[src/rtl/commit_ctrl.sv]
// In-order commit sequencer at the ROB head: retires one entry per cycle, writes back, runs store handshake, raises flush.
// Latency: pop/rf_*/mispredict are combinational from state+head (0-cycle commit); st_req rises the edge after a STORE head.
// Backpressure: rdy=0 freezes state and counters and zeroes strobes; a store waits in WAIT_ST until st_ack.
//
// Ports:
//   clk, rst            clock, synchronous active-high reset
//   rdy                 global ready; low freezes the block
//   head_*              ROB head entry (valid, tag, type, rd, value, mispredict flag, correct target)
//   st_ack              LSB has performed the committed store
//   pop                 dequeue ROB head
//   rf_we/rd/q/v        RegFile writeback port
//   st_req/st_id        store-commit request to the LSB (registered)
//   mispredict          one-cycle flush pulse; redirect_pc is the fetch restart PC while it is high
//   commit_cnt          retired-instruction counter, wraps modulo 2^32
module commit_ctrl #(
    parameter int ROB_ID_W     = 4,
    parameter int XLEN         = 32,
    parameter int FLUSH_CYCLES = 1
) (
    input  logic                clk,
    input  logic                rst,
    input  logic                rdy,
    input  logic                head_valid,
    input  logic [ROB_ID_W-1:0] head_id,
    input  logic [1:0]          head_type,
    input  logic [4:0]          head_rd,
    input  logic [XLEN-1:0]     head_value,
    input  logic                head_mispred,
    input  logic [XLEN-1:0]     head_target,
    input  logic                st_ack,
    output logic                pop,
    output logic                rf_we,
    output logic [4:0]          rf_rd,
    output logic [ROB_ID_W-1:0] rf_q,
    output logic [XLEN-1:0]     rf_v,
    output logic                st_req,
    output logic [ROB_ID_W-1:0] st_id,
    output logic                mispredict,
    output logic [XLEN-1:0]     redirect_pc,
    output logic [31:0]         commit_cnt
);

    localparam logic [1:0] T_REG    = 2'b00;
    localparam logic [1:0] T_STORE  = 2'b01;
    localparam logic [1:0] T_BRANCH = 2'b10;
    localparam logic [1:0] T_JUMP   = 2'b11;

    localparam int FW = (FLUSH_CYCLES < 1) ? 1 : $clog2(FLUSH_CYCLES + 1);
    localparam logic [FW-1:0] FLUSH_LOAD = FW'(FLUSH_CYCLES);

    typedef enum logic [1:0] {
        RUN,
        WAIT_ST,
        FLUSH
    } state_t;

    state_t                state_q, state_d;
    logic [FW-1:0]         flush_cnt_q, flush_cnt_d;
    logic                  st_req_d;
    logic [ROB_ID_W-1:0]   st_id_d;
    logic [31:0]           commit_cnt_d;

    always_ff @(posedge clk) begin
        if (rst) begin
            state_q     <= RUN;
            flush_cnt_q <= '0;
            st_req      <= 1'b0;
            st_id       <= '0;
            commit_cnt  <= '0;
        end else begin
            state_q     <= state_d;
            flush_cnt_q <= flush_cnt_d;
            st_req      <= st_req_d;
            st_id       <= st_id_d;
            commit_cnt  <= commit_cnt_d;
        end
    end

    always_comb begin
        state_d      = state_q;
        flush_cnt_d  = flush_cnt_q;
        st_req_d     = st_req;
        st_id_d      = st_id;
        commit_cnt_d = commit_cnt;
        pop          = 1'b0;
        rf_we        = 1'b0;
        rf_rd        = head_rd;
        rf_q         = head_id;
        rf_v         = head_value;
        mispredict   = 1'b0;
        redirect_pc  = '0;

        // Holding everything at its current value while !rdy is what freezes the block.
        if (!rst && rdy) begin
            case (state_q)
                RUN: begin
                    if (head_valid) begin
                        case (head_type)
                            T_REG: begin
                                pop   = 1'b1;
                                rf_we = (head_rd != 5'd0);
                            end
                            T_STORE: begin
                                // The store is not popped until the LSB acknowledges it.
                                st_req_d = 1'b1;
                                st_id_d  = head_id;
                                state_d  = WAIT_ST;
                            end
                            T_BRANCH, T_JUMP: begin
                                pop   = 1'b1;
                                rf_we = (head_type == T_JUMP) && (head_rd != 5'd0);
                                if (head_mispred) begin
                                    mispredict  = 1'b1;
                                    redirect_pc = head_target;
                                    flush_cnt_d = FLUSH_LOAD;
                                    state_d     = FLUSH;
                                end
                            end
                        endcase
                    end
                end
                WAIT_ST: begin
                    // head_valid is deliberately not consulted: the store is already committed.
                    if (st_ack) begin
                        pop      = 1'b1;
                        st_req_d = 1'b0;
                        state_d  = RUN;
                    end
                end
                FLUSH: begin
                    flush_cnt_d = flush_cnt_q - FW'(1);
                    if (flush_cnt_q <= FW'(1)) begin
                        flush_cnt_d = '0;
                        state_d     = RUN;
                    end
                end
                default: state_d = RUN;
            endcase
        end

        if (pop) begin
            commit_cnt_d = commit_cnt + 32'd1;
        end
    end

endmodule
[config.mk]
export PLATFORM = sky130hd
export DESIGN_NAME = commit_ctrl
export DESIGN_NICKNAME = d
export VERILOG_FILES = /design/src/rtl/commit_ctrl.sv
export SDC_FILE = /design/constraint.sdc
export NUM_CORES = 1
export LEC_CHECK = 0
export ABC_AREA = 1
export CAP_MARGIN = 0
export CORE_ASPECT_RATIO = 1.1
export CORE_MARGIN = 2
export CORE_UTILIZATION = 35
export CTS_BUF_LIST = sky130_fd_sc_hd__clkbuf_8
export CTS_CLUSTER_DIAMETER = 80
export DETAILED_ROUTE_END_ITERATION = 6
export PLACE_DENSITY = 0.8
export SLEW_MARGIN = 20
export SYNTH_ARGS = -nofsm -noshare
export SYNTH_HDL_FRONTEND = slang
export SYNTH_SLANG_ARGS = --single-unit
[constraint.sdc]
create_clock -name clk -period 1.75 [get_ports clk]
set_input_delay 0.35 -clock clk [delete_from_list [all_inputs] [get_ports clk]]
set_output_delay 0.35 -clock clk [all_outputs]
set_load 0.05 [all_outputs]
* Word level (Yosys, flattened, before mapping) *
Cells that the tools add are included.

storage, ports and cells
  logic and storage cells = 69
  latch bits = 0
  memory bits (writable) = 0
  flip-flop bits (word level) = 40
  memories = 0
  ROM bits = 0
  output and inout bits = 113
  input port bits = 81

cells by class
  multiplexer cells = 34
  shift-type cells = 0
  bitwise operators = 0
  reductions and logical operators = 14
  eq/ne operators = 13
  add/sub/neg operators = 2
  multipliers = 0
  magnitude comparators = 1
  div/mod/pow operators = 0

operator list
  operator                                                               number
  32-bit 2-to-1 mux                                                      5
  32-bit by 1-bit adder with 32-bit output, second input constant        1
  1-bit 2-to-1 mux                                                       19
  5-bit AND reduction                                                    2
  2-bit 2-to-1 mux                                                       4
  2-bit != test, second input constant                                   4
  1-bit case mux with 2 select lines                                     4
  2-bit equality test, second input constant                             3
  2-bit case mux with 3 select lines                                     1
  6-bit AND reduction                                                    1
  5-bit nonzero test                                                     1
  2-bit by 1-bit equality test with 1-bit output, second input constant  2
  2-bit logical NOT                                                      2
  2-bit by 1-bit != test with 1-bit output, second input constant        2
  2-bit case mux with 2 select lines                                     1
  4-bit AND reduction                                                    1
  2-bit nonzero test                                                     2
  3-bit by 1-bit != test with 1-bit output, second input constant        1
  3-bit != test, second input constant                                   1
  3-bit OR reduction                                                     1
  1-bit logical AND                                                      2
  2-bit OR reduction                                                     1
  1-bit less-or-equal comparator, second input constant                  1
  1-bit logical NOT                                                      1
  1-bit subtractor, second input constant                                1

* Logic depth before layout (Yosys ltp) *
Gate-level depths: netlist (run 1).

  word-level depth = 6
  gate-level depth with buffers = 11
  mapped depth without buffers = 10

* Worst setup path before layout (run 1) *
OpenSTA, ideal clock, no wires.

  path type = input-to-output
  start point = input rst
  end point = output redirect_pc[10]
  data required time = 1.400 ns
  stages = 8
  data arrival time = 2.316 ns
  path buffers = 1
  setup slack = -0.916 ns
  cells stage by stage = inv_2 nand2_1 inv_2 nand2_1 nor3_2 inv_2 clkbuf_1 nor2_1

on the way
  word-level cells in the longest chain between the ends = 3

RTL lines
  element            line  RTL
  from (decl)        21    input logic rst,
  1-bit logical NOT  94    if (!rst && rdy) begin
  1-bit logical AND  94
  32-bit 2-to-1 mux  94
  to (decl)          39    output logic [XLEN-1:0] redirect_pc,

Every way passes these cells.

* Final worst setup path (run 1) *
  start point = input rdy
  end point = output redirect_pc[0]

on the way
  word-level cells in the longest chain between the ends = 2

RTL lines
  element            line  RTL
  from (decl)        22    input logic rdy,
  1-bit logical AND  94
  32-bit 2-to-1 mux  94

Every way passes these cells.

==> results.toml, run 1 <==
[job]
cap_violations = 0

[global_route]
grt_max_degree = 30
antenna_found_initial = 0
grt_pass1_vias = 3181
overflow = 0
track_usage_pct = 22.96
grt_pass1_wl_mm = 15.64

[clock_network]
clockBufferDepth = 2
cts_tree = "built"
cts_sinks = 39
worstSkewPairLatency_ps = 300
h-tree-depth = 2
clk_pin_slew_ps = 80
postCtsHoldBufs = 0
numCtsBuffers = 5
cts_root_buf = "clkbuf_8"

[detailed_routing]
vias_per_cell = 4.698
drtPass1Iterations = 4
wirelength_mm = 10.09
ant_nets = 0
drt_iter0_markers = 173
vias = 3237
routedWlPerCell_um = 14.64
route.detailed.drc = 0

[worst_setup_path]
required_ps = 1400
critical_path_class = "in2out"
worstPathArrival_ps = 1600
endpoint_kind = "output port"
crit_fanout = 10
start_kind = "input pin"

[min_path]
worstHoldPathType = "in2reg"

[yosys]
synth_area_mm2 = 0.002764
ys_seq_area_share_pct = 28.25
yosys_warnings = 0
syn_avg_cell_area_um2 = 6.061
synth_nets = 538
ys_seq_elements = 39
yosys.cell_types.count = 29
synth_cells = 456

[sta]
hold_viol_final = 0
max-slew-margin-rel_pct = 78.55
fin_worst_skew_ps = 5.347
timing.fmax_mhz = 513.4
setup_slack_ps = -197.8
rsz0062_at_grt = "true"
min_period_ps = 1948
setup_viol = 34
worst_pin_slew_ps = 319.2
drv_slew = 0
period_share_pct = 111.3

[finish]
fin_util_pct = 64.66
nFillCells = 626
area_growth_pct = 82.12
final_cells = 689
n_antenna_cell = 0
multi_input_area_mm2 = 0.001650
drive_gt1_share_pct = 34.25
seq_area_um2 = 790.8
final_common_cell = "nand2_1"
final_cell_mix = "nand2_1, nor2_1, buf_4"
fin_nets = 662

[run_status]
violations = "setup timing"
status = "complete, but fails checks"

[floorplan]
initial_core_util_pct = 35.50
design.portCount = 194
dieWidth_um = 88.73
core-area_mm2 = 0.007785
fp-row-count = 34
dieArea_mm2 = 0.008625
fp.dieH_um = 97.20

[pwr]
ir_worst_vdd_mv = 0.4089
power_leakage_nw = 2.106
p_per_area_mw_per_mm2 = 459.8

[place]
hpwl_mm = 7.912
numPortBuffers = 129
dp_cells = 669
gp_routability_congestion = 0.8760
[path summary, 6_finish.rpt]
kind | from | to | slack [ps] | cells after the start
min reg2reg | st_req | st_req | 470 | 2
max reg2reg | state_q[1] | commit_cnt[31] | 80 | 13
min | rst | commit_cnt[8] | 430 | 3
max | rdy | redirect_pc[0] | -200 | 9
[worst max-delay path, stage by stage]
cell and delay (ps):
clkdlybuf4s15_1 230, nand2_4 70, inv_4 70, nand2_4 60, nor3_4 240, inv_4 130, buf_12 180, nor2_4 130
buf_12 140
[cell families (layout without fill, tap and decap cells)]
family	count (synthesis)	count (layout)	synth area share (%)
and+or+nand+nor	262	262	41.87
buffers and inverters	121	246	22.77
DFF	39	39	28.25
AOI/OAI and AO/OA	28	28	5.070
xor gates and xnor gates	5	5	1.584
adders and majority gates	1	1	0.4526
[cells in the mapped netlist]
cell,number,area (um^2)
dfxtp_1,39,780.8
inv_1,65,244.0
nand2_1,88,330.3
nand3_2,1,10.01
nor4_1,1,6.260
clkbuf_1,6,22.52
nand2_4,1,11.26
a21oi_1,19,95.09
nand4_1,8,50.05
o21ai_0,7,35.03
ha_1,1,12.51
nor3_2,1,10.01
nor2_4,6,67.56
and2_1,1,6.260
buf_2,1,5.000
nor3_1,10,50.05
nor2_1,103,386.6
buf_6,2,22.52
xnor2_1,1,8.760
nand3b_1,1,7.510
nor2_2,6,37.54
nor3b_1,2,15.01
nand2_2,3,18.77
nand3_1,30,150.1
buf_4,42,315.3
inv_2,4,15.01
o21ai_1,2,10.01
clkinv_2,1,5.000
xor2_1,4,35.03
[repair_timing]
action	4_1_cts	5_1_grt
setup buffers	11	5
setup endpoints to repair	35	38
resized for setup	23	10
cloned	2	0
pin swaps	5	3
[final cells by class]
class / instances / share of cell area [%]
Timing Repair Buffer: 168 / 40.49
Sequential cell: 39 / 15.71
Multi-Input combinational cell: 296 / 32.79
Clock buffer: 5 / 1.367
Tap cell: 108 / 2.685
Inverter: 70 / 5.618
Clock inverter: 3 / 1.342
[per-stage QoR]
stage	power [mW]	cell area (um^2)	hold slack (ps)	TNS [ps]	setup WS, ps
after floorplan	1.348	3110	484.9	-10720	-358.8
after global placement	1.386	4708	450.7	-21060	-506.4
after detailed placement	1.392	4708	462.9	-22330	-524.5
after CTS	2.317	4990	474.4	-7036	-249.8
after global routing	2.381	5034	436.7	-6784	-231.4
final	2.315	5034	432.4	-5515	-197.8
[power by group]
group / internal [mW] / total (mW) / switching [mW]
combinational: 0.251 / 0.502 / 0.251
clock: 0.569 / 0.917 / 0.348
sequential: 0.890 / 0.896 / 0.00544
total: 1.71 / 2.31 / 0.605
[metal layers]
layer | track usage (%) | up-vias | share of wire, %
li1 | - | 1594 | -
met1 | 23.00 | 1474 | 34
met4 | 5.828 | 0 | 1.7
met5 | 0 | - | 0
met2 | 43.34 | 153 | 54
met3 | 8.241 | 16 | 11
[state kept, by name (all words and copies together) (netlist names)]
signal / flops
commit_cnt: 32
st_id: 4
state_q: 2
st_req: 1
Power figures use the tool's default switching activity.
==> run 2: changes to the inputs <==
CORE_ASPECT_RATIO = 0.75   (was 1.1)
SETUP_SLACK_MARGIN = 0.5   (was default)
==> run 2 against run 1 <==
The flow still finishes with violations (setup timing). Highest routed layer is now met5. Register-to-register slack better by 40 ps. Wire length up 13%. Flip-flop and latch count unchanged.
==> results.toml, run 2 (synthesis gave the netlist of run 1 again) <==
[place]
numPortBuffers = 129
hpwl_mm = 7.865
dp_cells = 666
gp_routability_congestion = 0.9319
place_ws_ps = -530.9

[min_path]
worstHoldPathType = "reg2reg"

[job]
cap_violations = 0

[global_route]
grt-busiest-layer = "met2"
use_met2_pct = 45.16
overflow = 0
antenna_found_initial = 2
track_usage_pct = 24.41
grt_max_degree = 30
grt_pass1_vias = 3351
met3_usage_pct = 6.822
met1_usage_pct = 26.02
grt_pass1_wl_mm = 16.61

[worst_setup_path]
rrSetupSlack_ps = 120
worstPathArrival_ps = 1690
rr_endpoint = "commit_cnt[12]"
r2r-start = "state_q[1]"
crit_fanout = 6
reg2reg_depth = 12
endpoint_kind = "output port"
start_kind = "input pin"
required_ps = 1400
critical_path_class = "in2out"
crit_start = "rst"
crit_path_end = "redirect_pc[19]"

[pwr]
p_int_mw = 1.553
comb_power_share_pct = 26.6
swShare_pct = 28.24
p_sw_mw = 0.6111
power_leakage_nw = 2.328
ir_worst_vdd_mv = 0.3019
p_seq_share_pct = 40.0
power_mw = 2.164
p_per_area_mw_per_mm2 = 379.3
clkPwrFrac_pct = 33.4

[sta]
setup_viol = 34
min_period_ps = 2043
rsz0062_at_grt = "true"
hold_viol_final = 0
setup_slack_ps = -293.2
timing.fmax_mhz = 489.4
setup-tns-final_ps = -8689
drv_slew = 0
fin_worst_skew_ps = 8.220
worst_pin_slew_ps = 385.4
max-slew-margin-rel_pct = 74.11
period_share_pct = 116.8

[clock_network]
cts_sinks = 39
numCtsBuffers = 5
cts_root_buf = "clkbuf_8"
h-tree-depth = 2
postCtsHoldBufs = 0
clk_pin_slew_ps = 70
worstSkewPairLatency_ps = 290
cts_tree = "built"
clockBufferDepth = 2

[finish]
largestRegisters = "commit_cnt x32, st_id x4, state_q x2"
multi_input_area_mm2 = 0.001996
final_common_cell = "nand2_1"
nFillCells = 506
final_cells = 700
seq_area_um2 = 882.1
largest_reg_flops = 32
fin_util_pct = 73.34
final_cell_mix = "nand2_1, inv_1, nor2_1"
area_growth_pct = 106.4
drive_gt1_share_pct = 51.18
fin_nets = 676
largest-register = "commit_cnt"

[detailed_routing]
drtPass1Iterations = 4
wirelength_mm = 11.39
route.detailed.drc = 0
ant_nets = 0
vias_per_cell = 4.920
routedWlPerCell_um = 16.27
drt_iter0_markers = 148
vias = 3444

[floorplan]
fp-row-count = 28
dieWidth_um = 106.6
dieArea_mm2 = 0.008631
initial_core_util_pct = 35.54
fp.dieH_um = 80.96
design.portCount = 194
core-area_mm2 = 0.007777

[run_status]
violations = "setup timing"
status = "complete, but fails checks"
==> run 2: cell count changes in the layout (fill, tap and decap cells not counted), moves of 9 or more <==
cell / before / now
buf_4: 66 / 46
dfxtp_4: 2 / 24
dfxtp_1: 35 / 6
nor2_4: 38 / 50
nand3_1: 30 / 9
nor2_1: 68 / 59
nand3_2: 1 / 19
buf_6: 4 / 31
nand2_1: 83 / 72
clkdlybuf4s50_1: 43 / 33
==> run 2: final cells by class <==
class	instances	share of cell area (%)
Inverter	70	5.045
Timing Repair Buffer	181	40.36
Antenna cell	1	0.04387
Sequential cell	39	15.46
Clock inverter	2	0.5922
Multi-Input combinational cell	297	34.99
Clock buffer	5	1.206
Tap cell	105	2.303
==> run 2: power groups by stage <==
stage               sequential, mW  clock (mW)  combinational (mW)
floorplan                    0.902           0               0.421
global placement             0.886           0               0.480
detailed placement           0.887           0               0.490
CTS                          0.865       0.739               0.540
global route                 0.866       0.779               0.601
finish                       0.866       0.722               0.575
==> run 2: worst max-delay path, stage by stage <==
cell and delay (ps):
buf_6 90, buf_6 120, inv_12 50, nand2_8 50
inv_4 60, nand2_4 60, nor3_4 250, inv_4 100
buf_6 130, buf_12 130, nor2_4 140, buf_12 150
==> run 2: per-stage QoR <==
step	hold slack, ps	cell area (um^2)
final	471.4	5704
after global routing	509.5	5704
after CTS	467.3	5381
after detailed placement	456.9	4897
after global placement	451.4	4897
after floorplan	472.8	3341
==> run 2: routing by layer <==
| metal | share of wire (%) | vias to the layer above |
|---|---|---|
| li1 | - | 1633 |
| met1 | 38 | 1619 |
| met2 | 51 | 154 |
| met3 | 7.3 | 36 |
| met4 | 3.8 | 2 |
| met5 | 0.12 | - |
==> run 2: worst min path at each step <==
stage	startpoint	endpoint	slack, ps	cells past startpoint
floorplan	state_q[0]	state_q[0]	470	2
global placement	st_req	st_req	450	2
detailed placement	st_req	st_req	460	2
CTS	st_req	st_req	470	2
global route	st_req	st_req	510	2
finish	st_req	st_req	470	2
==> run 2: repair_timing <==
action                                  in CTS  in global routing
pin swaps                                   24                 29
endpoints found under the hold margin        0                  0
buffers inserted                            14                  7
gates resized for setup                     70                 69
endpoints found under the setup margin      83                 85
gates cloned                                 5                  0
==> run 3: changes to the inputs <==
DONT_BUFFER_PORTS = 1   (was default)
PLACE_DENSITY = default   (was 0.8)
==> run 3 against run 2 <==
The flow still finishes with violations (setup timing). Die area stayed put. Final area fell by 22%. Cell count shrank 15%. Critical endpoint is now rf_we. Combinational power decreased by 55%. Critical path depth decreased by 7. Sequential share of layout area grew 4.6 points. Flip-flop and latch count unchanged. Core utilization down 16 points. Non-clock buffer count down 110.
==> results.toml, run 3 (synthesis gave the netlist of run 1 again) <==
[sta]
hold_viol_final = 0
setup_slack_ps = -131.2
drv_slew = 0
timing.fmax_mhz = 531.6
max-slew-margin-rel_pct = 69.41
fin_worst_skew_ps = 8.629
rsz0062_at_grt = "true"
holdWs_ps = 104.2
min_period_ps = 1881
period_share_pct = 107.5
setup_viol = 33
worst_pin_slew_ps = 457.9

[floorplan]
fp-row-count = 28
dieArea_mm2 = 0.008631
core-area_mm2 = 0.007777
dieWidth_um = 106.6
initial_core_util_pct = 35.54
fp.dieH_um = 80.96
design.portCount = 194

[detailed_routing]
drt_iter0_markers = 182
route.detailed.drc = 0
ant_nets = 0
wirelength_mm = 9.214
routedWlPerCell_um = 15.56
vias = 2962
vias_per_cell = 5.003
drtPass1Iterations = 4

[pwr]
p_per_area_mw_per_mm2 = 386.8
p_int_mw = 1.217
clkPwrFrac_pct = 33.9
comb_power_share_pct = 15.2
swShare_pct = 29.35
power_leakage_nw = 1.720
p_seq_share_pct = 50.9
ir_worst_vdd_mv = 0.2445
p_sw_mw = 0.5055

[place]
hpwl_mm = 6.783
dp_cells = 564
gp_routability_congestion = 0.8694
numPortBuffers = 0

[finish]
final_cell_mix = "nand2_1, inv_1, nor2_1"
n_antenna_cell = 0
largest-register = "commit_cnt"
drive_gt1_share_pct = 48.05
largest_reg_flops = 32
final_cells = 592
largestRegisters = "commit_cnt x32, st_id x4, state_q x2"
final_common_cell = "nand2_1"
fin_nets = 568
area_growth_pct = 61.11

[global_route]
overflow = 0
track_usage_pct = 21.20
grt_pass1_wl_mm = 14.57
antenna_found_initial = 0
grt_max_degree = 30
grt_pass1_vias = 2864

[clock_network]
cts_tree = "built"
cts_sinks = 39
worstSkewPairLatency_ps = 300
clk_pin_slew_ps = 80
h-tree-depth = 2
numCtsBuffers = 5
clockBufferDepth = 2
cts_root_buf = "clkbuf_8"

[worst_setup_path]
rrSetupSlack_ps = 170
worstPathArrival_ps = 1530
crit_fanout = 5
start_kind = "flop"
critical_path_class = "reg2out"
crit_family = "simple AND/OR/NAND/NOR gates"
required_ps = 1400
endpoint_kind = "output port"
cp_slowest_stage_delay_ps = 350
crit_slowest_cell = "dfxtp_4"
cp_cell_sequence = "nor2_4 > buf_4 > nand2_1 > nor4_4 > buf_6"
path_buf_inv = 2

[run_status]
status = "complete, but fails checks"
violations = "setup timing"

[job]
cap_violations = 0

[min_path]
worstHoldPathType = "in2reg"
-- run 3: power by group through the flow --
stage / Sequential [mW] / Clock [mW] / Combinational (mW)
finish: 0.877 / 0.584 / 0.261
global route: 0.877 / 0.631 / 0.279
CTS: 0.877 / 0.602 / 0.256
global placement: 0.899 / 0 / 0.218
floorplan: 0.902 / 0 / 0.421
detailed placement: 0.899 / 0 / 0.222
-- run 3: final cells by class --
| cell class | instances | area (um^2) |
|---|---|---|
| clock inverter | 3 | 11.26 |
| clock buffer | 5 | 68.82 |
| multi-input combinational | 297 | 1977 |
| fill | 695 | 3324 |
| tap | 105 | 131.4 |
| sequential | 39 | 892.1 |
| inverter | 70 | 297.8 |
| timing repair buffer | 71 | 1050 |
| timing repair inverter | 2 | 25.02 |
-- run 3: routing by layer --
layer | global-route usage, % | wire (um) | vias to the layer above
met5 | 0 | 0 | -
li1 | - | - | 1428
met3 | 7.384 | 975 | 17
met4 | 6.753 | 160 | 0
met2 | 37.52 | 4581 | 168
met1 | 24.24 | 3498 | 1349
-- run 3: timing repair --
item | CTS | global route
setup buffers | 12 | 4
hold buffers | 0 | 0
setup endpoints to repair | 80 | 81
gates resized for setup | 59 | 32
pin swaps | 31 | 15
gates cloned | 4 | 0
-- run 3: path summary, 6_finish.rpt --
path | start | endpoint | cells past startpoint
setup / recovery | state_q[0] | rf_we | 5
hold / removal | rst | commit_cnt[4] | 1
setup reg to reg | commit_cnt[1] | commit_cnt[26] | 8
hold reg to reg | state_q[1] | state_q[1] | 2
-- run 3: worst reg2reg max path, stage by stage (launching register included) --
cell     delay [ps]
dfxtp_4         490
ha_4            190
nand3_4          80
nor2_4          150
nand3_4         120
nor2_4          250
nand3_2          90
nand2_1          70
nor2_1           40
-- run 3: through the flow --
step / setup TNS, ps / total power, mW / util, % / cell area (um^2) / worst slack [ps]
detailed placement: 0 / 1.121 / 49.49 / 3849 / 22.73
floorplan: -10670 / 1.323 / - / 3341 / -357.5
global route: -4981 / 1.788 / 57.26 / 4453 / -206.9
finish: -3273 / 1.722 / 57.26 / 4453 / -131.2
CTS: -5811 / 1.735 / 55.23 / 4295 / -197.8
global placement: 0 / 1.117 / 49.49 / 3849 / 67.97
==> RTL change, RTL diff (settings of run 3) <==
Re-encode `state_t` (3 states) as one-hot, 3 bits wide.
--- a/src/rtl/commit_ctrl.sv
+++ b/src/rtl/commit_ctrl.sv
@@ -49,8 +49,8 @@
     localparam logic [FW-1:0] FLUSH_LOAD = FW'(FLUSH_CYCLES);
 
-    typedef enum logic [1:0] {
-        RUN,
-        WAIT_ST,
-        FLUSH
+    typedef enum logic [2:0] {
+        RUN     = 3'b001,
+        WAIT_ST = 3'b010,
+        FLUSH   = 3'b100
     } state_t;
 
Behaviour: same outputs for any inputs over 4 cycles, from zero or initial values and one cycle with rst high; so few cycles prove little.
==> RTL change against run 3 <==
The flow still finishes with violations (negative setup slack); setup slack worse by 42 ps; wire length decreased by 0.39%; final cell count up 9.0%; design area grew 15%; sequential cell count up 1; hold slack lost 5.0 ps; synthesized area is 4.3% higher; critical path depth increased by 4; total power rose by 24%; critical path type unchanged; critical endpoint is now redirect_pc[18].
==> RTL change: results (changes against run 3) <==
Timing:
- The worst-margin pin slew is 304 ps (was 458 ps).
- The least setup slack across all paths after layout is -173 ps (was -131 ps).
- The setup TNS after final layout is -5440 ps (was -3270 ps).
- The number of setup violations in the final report was 47 (was 33).
- The post-route worst hold slack was 99.2 ps (was 104 ps).

Critical path:
- The arrival time at the worst endpoint is 1570 ps (was 1530 ps).
- The maximum fanout encountered on the critical timing path is 12 (was 5).
- The worst reg-to-reg path cell count was 15 (was 8).
- The cell with the largest stage delay on the worst path is dfxtp_2 (was dfxtp_4).
- The top cell family by delay on the critical path is buffers and inverters (was simple AND/OR/NAND/NOR gates).
- The endpoint of the worst register-to-register path is commit_cnt[7] (was commit_cnt[26]).

Cells and area:
- The register cell area after layout was 920 sq um (was 892 sq um).
- The post-layout net count is 621 (was 568).
- The count of buffers not belonging to the clock network in the layout is 107 (was 71).
- The share of layout cells above drive strength 1 is 55.4% (was 48.0%).
- The multi-input gate count came to 318 (was 297).
- The clock-cell share of area came to 2.11% (was 1.80%).
- The multi-input gate share of total cell area is 41.6% (was 44.4%).
- The filler-free cell count of the finished design was 645 (was 592).
- The number of non-clock inverters is 67 (was 72).

GRT:
- The via count of the first global-routing pass is 3,043 (was 2,864).
- The met1 usage was 23.2% (was 24.2%).
- The met2 global-route usage is 37.3% (was 37.5%).
- The met3 track demand over resource is 5.73% (was 7.38%).

Die:
- The width of the die was 109 um (was 107 um).

Power:
- The worst voltage drop across the vdd grid came to 407 uV (was 245 uV).
- The leakage power is 0.00202 uW (was 0.00172 uW).

Status:
- Violated checks: negative setup slack (unchanged).
- Result of the run: finished with violations (unchanged).

Routing:
- The routed wire length was 9180 um (was 9210 um).
- The number of vias per cell after detailed routing is 4.73 (was 5.00).

Synthesis:
- The number of instances in the synthesized netlist is 478 (was 456).
- The fraction of synthesized cell area in xor and xnor cells was 1.82% (was 1.58%).
- The synthesized-area fraction occupied by ao, oa, aoi and oai cells is 5.30% (was 5.07%).
## RTL change: cells by family after synthesis
group	Yosys count
adders and majority gates	1
xor gates and xnor gates	6
and+or+nand+nor	282
DFF	40
buffers and inverters	120
AOI/OAI and AO/OA	29
## RTL change: repair_timing
item	in CTS	in global routing
cloned	6	0
hold endpoints to repair	0	0
setup endpoints to repair	80	90
setup buffers	29	3
pin swaps	32	18
gates resized for setup	111	41
## RTL change: report_power, final
| part | leakage, uW | internal (uW) | total, uW | switching (uW) |
|---|---|---|---|---|
| registers | 0.000350 | 880 | 903 | 22.4 |
| clock network | 0.0000593 | 418 | 766 | 348 |
| logic | 0.00161 | 215 | 465 | 250 |
| total | 0.00202 | 1510 | 2130 | 620 |
## RTL change: worst register-to-register path, delay by kind of cell, from the launching register on
| family | cells | cell delay (ps) |
|---|---|---|
| flops | 1 | 340 |
| compound gates | 1 | 100 |
| simple gates | 5 | 340 |
| buf+inv | 9 | 940 |
